**src/rtl/wb_pkg.sv**
```systemverilog
// Shared types and constants for the writeback stage: buffered RF write entry,
// default buffer depth and result-select encodings.
package wb_pkg;

  typedef struct packed {
    logic [4:0]  rd;
    logic [31:0] data;
  } wb_entry_t;

  localparam int WB_DEPTH = 2;

  localparam logic RESULT_ALU = 1'b0;
  localparam logic RESULT_MEM = 1'b1;

  function automatic logic [31:0] wb_select(input logic        src,
                                            input logic [31:0] alu,
                                            input logic [31:0] mem);
    return (src == RESULT_MEM) ? mem : alu;
  endfunction

  function automatic wb_entry_t wb_make_entry(input logic [4:0]  rd,
                                              input logic [31:0] data);
    wb_entry_t e;
    e.rd   = rd;
    e.data = data;
    return e;
  endfunction

endpackage

```
**src/rtl/wb_pending_fifo.sv**
```systemverilog
// Ordered pending-write buffer: shift-down on pop, up to two in-order pushes
// appended behind the surviving entries each cycle.
module wb_pending_fifo
  import wb_pkg::*;
#(
  parameter int DEPTH = WB_DEPTH,
  localparam int CW   = $clog2(DEPTH + 1)
) (
  input  logic            clk,
  input  logic            rst,
  input  logic [1:0]      push_count,
  input  wb_entry_t       push_data0,
  input  wb_entry_t       push_data1,
  input  logic            pop,
  output wb_entry_t       head,
  output logic            head_valid,
  output logic [CW-1:0]   count
);

  wb_entry_t       entries_r     [DEPTH];
  wb_entry_t       shifted_s     [DEPTH];
  wb_entry_t       entries_next_s[DEPTH];
  logic [CW-1:0]   count_r;
  logic [CW-1:0]   base_s;
  logic [CW-1:0]   count_next_s;
  logic            pop_s;

  assign pop_s        = pop & (count_r != {CW{1'b0}});
  assign base_s       = count_r - CW'(pop_s);
  assign count_next_s = base_s + CW'(push_count);

  // Drop the head on pop, then land the pushes in the first free slots.
  always_comb begin
    for (int i = 0; i < DEPTH - 1; i++) begin
      shifted_s[i] = pop_s ? entries_r[i+1] : entries_r[i];
    end
    shifted_s[DEPTH-1] = entries_r[DEPTH-1];
    for (int i = 0; i < DEPTH; i++) begin
      entries_next_s[i] =
        ((push_count != 2'd0) && (CW'(i) == base_s))               ? push_data0 :
        ((push_count == 2'd2) && (CW'(i) == (base_s + CW'(1))))    ? push_data1 :
                                                                     shifted_s[i];
    end
  end

  // Buffer storage and occupancy.
  always_ff @(posedge clk or posedge rst) begin
    if (rst) begin
      count_r <= {CW{1'b0}};
      for (int i = 0; i < DEPTH; i++) begin
        entries_r[i] <= '{rd: 5'd0, data: 32'd0};
      end
    end else begin
      count_r   <= count_next_s;
      entries_r <= entries_next_s;
    end
  end

  assign head       = entries_r[0];
  assign head_valid = (count_r != {CW{1'b0}});
  assign count      = count_r;

endmodule

```
**src/rtl/writeback_cycle.sv**
```systemverilog
// Dual-PE writeback stage: result muxes, x0/coalesce filtering, and in-order
// serialisation of both PEs onto the single register-file write port.
module writeback_cycle
  import wb_pkg::*;
#(
  parameter int DEPTH = WB_DEPTH
) (
  input  logic                         clk,
  input  logic                         rst,
  input  logic                         RegWriteW1,
  input  logic                         ResultSrcW1,
  input  logic [4:0]                   RD_W1,
  input  logic [31:0]                  ALU_ResultW1,
  input  logic [31:0]                  ReadDataW1,
  input  logic                         RegWriteW2,
  input  logic                         ResultSrcW2,
  input  logic [4:0]                   RD_W2,
  input  logic [31:0]                  ALU_ResultW2,
  input  logic [31:0]                  ReadDataW2,
  output logic [31:0]                  ResultW1,
  output logic [31:0]                  ResultW2,
  output logic                         StallW,
  output logic                         RF_WE,
  output logic [4:0]                   RF_A,
  output logic [31:0]                  RF_WD,
  output logic [$clog2(DEPTH+1)-1:0]   PendingCount
);

  localparam int CW = $clog2(DEPTH + 1);

  wb_entry_t   pe1_s, pe2_s;
  wb_entry_t   head_s, fifo_head_s, push0_s, push1_s;
  logic        v1_raw_s, v2_raw_s, v1_s, v2_s;
  logic        fifo_valid_s, head_valid_s, pop_s;
  logic [1:0]  push_count_s;

  assign ResultW1 = wb_select(ResultSrcW1, ALU_ResultW1, ReadDataW1);
  assign ResultW2 = wb_select(ResultSrcW2, ALU_ResultW2, ReadDataW2);

  // Stall depends on occupancy only, so it never loops back through upstream.
  assign StallW = (PendingCount > CW'(DEPTH - 2));

  assign v1_raw_s = ~StallW & RegWriteW1 & (RD_W1 != 5'd0);
  assign v2_raw_s = ~StallW & RegWriteW2 & (RD_W2 != 5'd0);
  // The younger PE2 write to the same register supersedes PE1.
  assign v1_s     = v1_raw_s & ~(v2_raw_s & (RD_W1 == RD_W2));
  assign v2_s     = v2_raw_s;

  assign pe1_s = wb_make_entry(RD_W1, ResultW1);
  assign pe2_s = wb_make_entry(RD_W2, ResultW2);

  // Pick the oldest pending write for the RF port; the rest go into the buffer.
  always_comb begin
    head_s       = '{rd: 5'd0, data: 32'd0};
    head_valid_s = 1'b0;
    push_count_s = 2'd0;
    push0_s      = pe1_s;
    push1_s      = pe2_s;
    pop_s        = fifo_valid_s;
    if (fifo_valid_s) begin
      head_s       = fifo_head_s;
      head_valid_s = 1'b1;
      push_count_s = {1'b0, v1_s} + {1'b0, v2_s};
      push0_s      = v1_s ? pe1_s : pe2_s;
      push1_s      = pe2_s;
    end else if (v1_s) begin
      head_s       = pe1_s;
      head_valid_s = 1'b1;
      push_count_s = {1'b0, v2_s};
      push0_s      = pe2_s;
      push1_s      = pe2_s;
    end else if (v2_s) begin
      head_s       = pe2_s;
      head_valid_s = 1'b1;
      push_count_s = 2'd0;
    end else begin
      head_valid_s = 1'b0;
      push_count_s = 2'd0;
    end
  end

  wb_pending_fifo #(.DEPTH(DEPTH)) u_fifo (
    .clk        (clk),
    .rst        (rst),
    .push_count (push_count_s),
    .push_data0 (push0_s),
    .push_data1 (push1_s),
    .pop        (pop_s),
    .head       (fifo_head_s),
    .head_valid (fifo_valid_s),
    .count      (PendingCount)
  );

  // Register-file write port; address and data hold when idle.
  always_ff @(posedge clk or posedge rst) begin
    if (rst) begin
      RF_WE <= 1'b0;
      RF_A  <= 5'd0;
      RF_WD <= 32'd0;
    end else if (head_valid_s) begin
      RF_WE <= 1'b1;
      RF_A  <= head_s.rd;
      RF_WD <= head_s.data;
    end else begin
      RF_WE <= 1'b0;
    end
  end

endmodule

```
**config.mk**
```make
export PLATFORM = sky130hd
export DESIGN_NAME = writeback_cycle
export DESIGN_NICKNAME = d
export VERILOG_FILES = /design/src/rtl/wb_pkg.sv /design/src/rtl/wb_pending_fifo.sv /design/src/rtl/writeback_cycle.sv
export SDC_FILE = /design/constraint.sdc
export NUM_CORES = 1
export LEC_CHECK = 0
export ABC_AREA = 1
export CAP_MARGIN = 5
export CORE_ASPECT_RATIO = 1.5
export CORE_MARGIN = 3
export CORE_UTILIZATION = 47
export CTS_BUF_LIST = sky130_fd_sc_hd__clkbuf_4 sky130_fd_sc_hd__clkbuf_8
export DETAILED_ROUTE_END_ITERATION = 16
export MAX_ROUTING_LAYER = met4
export PLACE_DENSITY = 0.89
export SKIP_CTS_REPAIR_TIMING = 1
export SLEW_MARGIN = 5
export SYNTH_ARGS = -nofsm -noshare
export SYNTH_HDL_FRONTEND = slang
export SYNTH_SLANG_ARGS = --single-unit
```
**constraint.sdc**
```tcl
create_clock -name clk -period 4.8 [get_ports clk]
set_input_delay 1.2 -clock clk [delete_from_list [all_inputs] [get_ports clk]]
set_output_delay 1.2 -clock clk [all_outputs]
set_load 0.02 [all_outputs]
```
==> impl_metrics.csv <==
group,metric,value,unit
global_routing,antenna_found_initial,0,
global_routing,grt_util_all_layers,0.286,
min_path,hold_class,"register to register",
setup_path,rr_worst_depth,13,
place,numPortBuffers,248,
cts,clk_path_buf_depth,2,
drt,route.met3.wl,1700,um
synthesis,synth_area_per_cell,7.14,sq um
floorplan,die_w,105,um
synthesis,yosysSeqAreaShare,0.413,
drt,drc,0,
drt,dr.pass1.iters,5,
pwr,switching_share,0.422,
synthesis,ys.flop_type,"dfrtp_1",
pwr,p_per_area,527,nW/um^2
run_status,run_status,"finished, final reports clean",
pwr,cellLeakagePower,4.67,nW
sta,setup_tns,0,ns
sta,period_share,0.887,
setup_path,path_delay_family,"buffers and inverters",
drt,drt_iter0_drc,459,
floorplan,dieArea,16200,sq um
pwr,vdd.ir_drop.worst,0.268,mV
floorplan,initial_utilization,0.487,
synthesis,ys_warn_count,0,
cts,clkTransAtPathRegs,0.07,ns
setup_path,critPathLaunchType,"input port",
sta,hold_violations,0,
finish,layout.cells.non_filler,1390,
synthesis,synth.cell_area,6910,sq um
cts,clock_latency,0.43,ns
place,hpwl,15500,um
finish,area_growth,43.4,%
sta,maxSlewViolCount,0,
finish,mostFrequentLayoutCells,"nand2_1 (347), clkdlybuf4s50_1 (247), dfrtp_1 (114)",
cts,htreeDepth,4,
synthesis,syn_inst,967,
pwr,combPwrFrac,0.497,
sta,rsz0062_at_grt,"no",
drt,met2_wirelength,11900,um
floorplan,dieHeight,154,um
pwr,p_int,0.00301,W
synthesis,synth-edff-count,0,
setup_path,timing.rr.end,"u_fifo.head[3]",
pwr,p_clk_frac,0.198,
pwr,p_sw,0.00220,W
sta,worst_pin_slew,0.923,ns
sta,clock-skew-final,0.0109,ns
sta,min_period,4.26,ns
finish,final_nets,1332,
global_routing,grt_overflow,0,
min_path,min_path_cells,2,
drt,topRoutingLayerUsed,"met4",
setup_path,r2r_setup_slack,1.23,ns
drt,drtAntennaViolNets,0,
floorplan,core-area,14200,sq um
job,cap_viol_max_count,0,
finish,fillers,1157,
setup_path,arrival,3.06,ns
finish,final_util,0.698,
sta,fmax,235,MHz
sta,fin_ws,0.544,ns
cts,cts_buffers,17,
drt,wl_met1,8340,um
sta,relSlewSlack,0.384,
setup_path,cp_cell_sequence,"clkdlybuf4s50_1 > inv_1 > buf_4 > nand2_1 > nand2_1 > clkdlybuf4s50_1",
finish,antenna_cells,0,
place,dp_cells,1358,
setup_path,crit_path_max_fanout,32,
floorplan,num_rows,53,
setup_path,slowest_stage,"clkdlybuf4s50_1",
setup_path,critPathMaxStageDelay,0.68,ns
cts,cts.sinks,114,
setup_path,critPathRequiredTime,3.60,ns
setup_path,reg2reg_from,"u_fifo.count[1]",
synthesis,netlist-cell-type-count,27,
setup_path,critical_path_class,"input port to output pin",
drt,vias,7464,
finish,final_layout_size_suffix_gt1_frac,0.0776,
synthesis,ys_seq_elements,114,
min_path,min_from,"u_fifo.entries_r[20]",
drt,vias_per_cell,5.37,
min_path,min_to,"u_fifo.entries_r[20]",
global_routing,grt_max_degree,75,
finish,layout_commonest_cell,"nand2_1",
setup_path,path_buf_inv,4,
global_routing,grt_pass1_vias,7628,
pwr,seqPwrFrac,0.305,
sta,hold_slack,0.474,ns
global_routing,grt_pass1_wl,36700,um
drt,wl_per_cell,16.3,um
cts,cts_tree,"built",
synthesis,async_reset_ff_frac,1.00,
sta,setup_viol,0,
synthesis,synth_nets,1114,
floorplan,io_pins,249,
place,gp_congestion,0.833,
setup_path,cp-end-kind,"output pin",
cts,cts-root-buf,"clkbuf_8",
drt,wl,22600,um
place,pre_cts_ws,0.536,ns
-- sequential cells by signal, summed over array words and instances, names as in the netlist --
name,count
RF_WE,1
RF_WD,32
RF_A,5
u_fifo.count,2
u_fifo.head,37
u_fifo.entries_r,37
-- area by class of cell --
class	instances	area, sq um	share of cell area
Multi-Input combinational cell	731	3520	0.356
Sequential cell	114	2850	0.288
Timing Repair Buffer	265	2620	0.264
Clock buffer	21	283	0.0286
Tap cell	192	240	0.0243
Inverter	56	213	0.0215
Clock inverter	11	175	0.0177
-- cells by family (layout without fill, tap and decap cells) --
group,count (synthesis),count (layout),synth area share
XOR/XNOR,5,5,0.00634
AO/OA/AOI/OAI,150,150,0.133
multiplexers,25,25,0.0408
buffers and inverters,122,353,0.0804
adder cells (fa/ha/maj),3,3,0.00543
AND/OR/NAND/NOR,548,548,0.321
flip-flops,114,114,0.413
-- per-stage QoR --
| step | power [W] | cell area (sq um) |
|---|---|---|
| after detailed placement | 0.00417 | 9450 |
| after CTS | 0.00523 | 9900 |
| final | 0.00521 | 9900 |
| after global routing | 0.00558 | 9900 |
| after global placement | 0.00409 | 9450 |
| after floorplan | 0.00328 | 6910 |
-- metal layers --
layer / vias up / global-route usage
li1: 3544 / -
met1: 3483 / 0.317
met2: 375 / 0.499
met3: 62 / 0.0547
met4: 0 / 0.123
met5: - / -
-- cell usage after synthesis (9+ instances only) --
cell | number | share of area
a21oi_1 | 30 | 0.022
a22o_1 | 25 | 0.032
buf_2 | 15 | 0.011
buf_6 | 9 | 0.015
clkbuf_1 | 35 | 0.019
dfrtp_1 | 114 | 0.41
inv_1 | 50 | 0.027
mux2_2 | 25 | 0.041
nand2_1 | 347 | 0.19
nand3_1 | 93 | 0.067
nor2_1 | 100 | 0.054
o21ai_0 | 48 | 0.035
o21ai_1 | 21 | 0.015
o21bai_1 | 25 | 0.027
-- power by group through the flow --
stage               Clock, W  Combinational, W  Sequential [W]
floorplan                  0           0.00156         0.00171
global placement           0           0.00250         0.00159
detailed placement         0           0.00258         0.00160
CTS                  0.00105           0.00259         0.00159
global route         0.00109           0.00285         0.00164
finish               0.00103           0.00259         0.00159
-- worst reg2reg max path, delay by kind of cell (launching register included) --
| family | cells | cell delay, ns |
|---|---|---|
| flip-flops | 1 | 0.48 |
| AND/OR/NAND/NOR | 10 | 2.14 |
| buffers and inverters | 3 | 0.84 |
-- how the worst max path moves through the flow --
stage,start,endpoint,slack (ns),cells after the start
finish,ResultSrcW2,ResultW2[31],0.54,6
global route,ResultSrcW2,ResultW2[31],0.44,6
CTS,ResultSrcW2,ResultW2[31],0.52,6
detailed placement,ResultSrcW2,ResultW2[31],0.54,6
global placement,ResultSrcW2,ResultW2[31],0.56,6
floorplan,rst,RF_A[0],0.58,1
No activity file was read; power rests on OpenSTA's default activity.
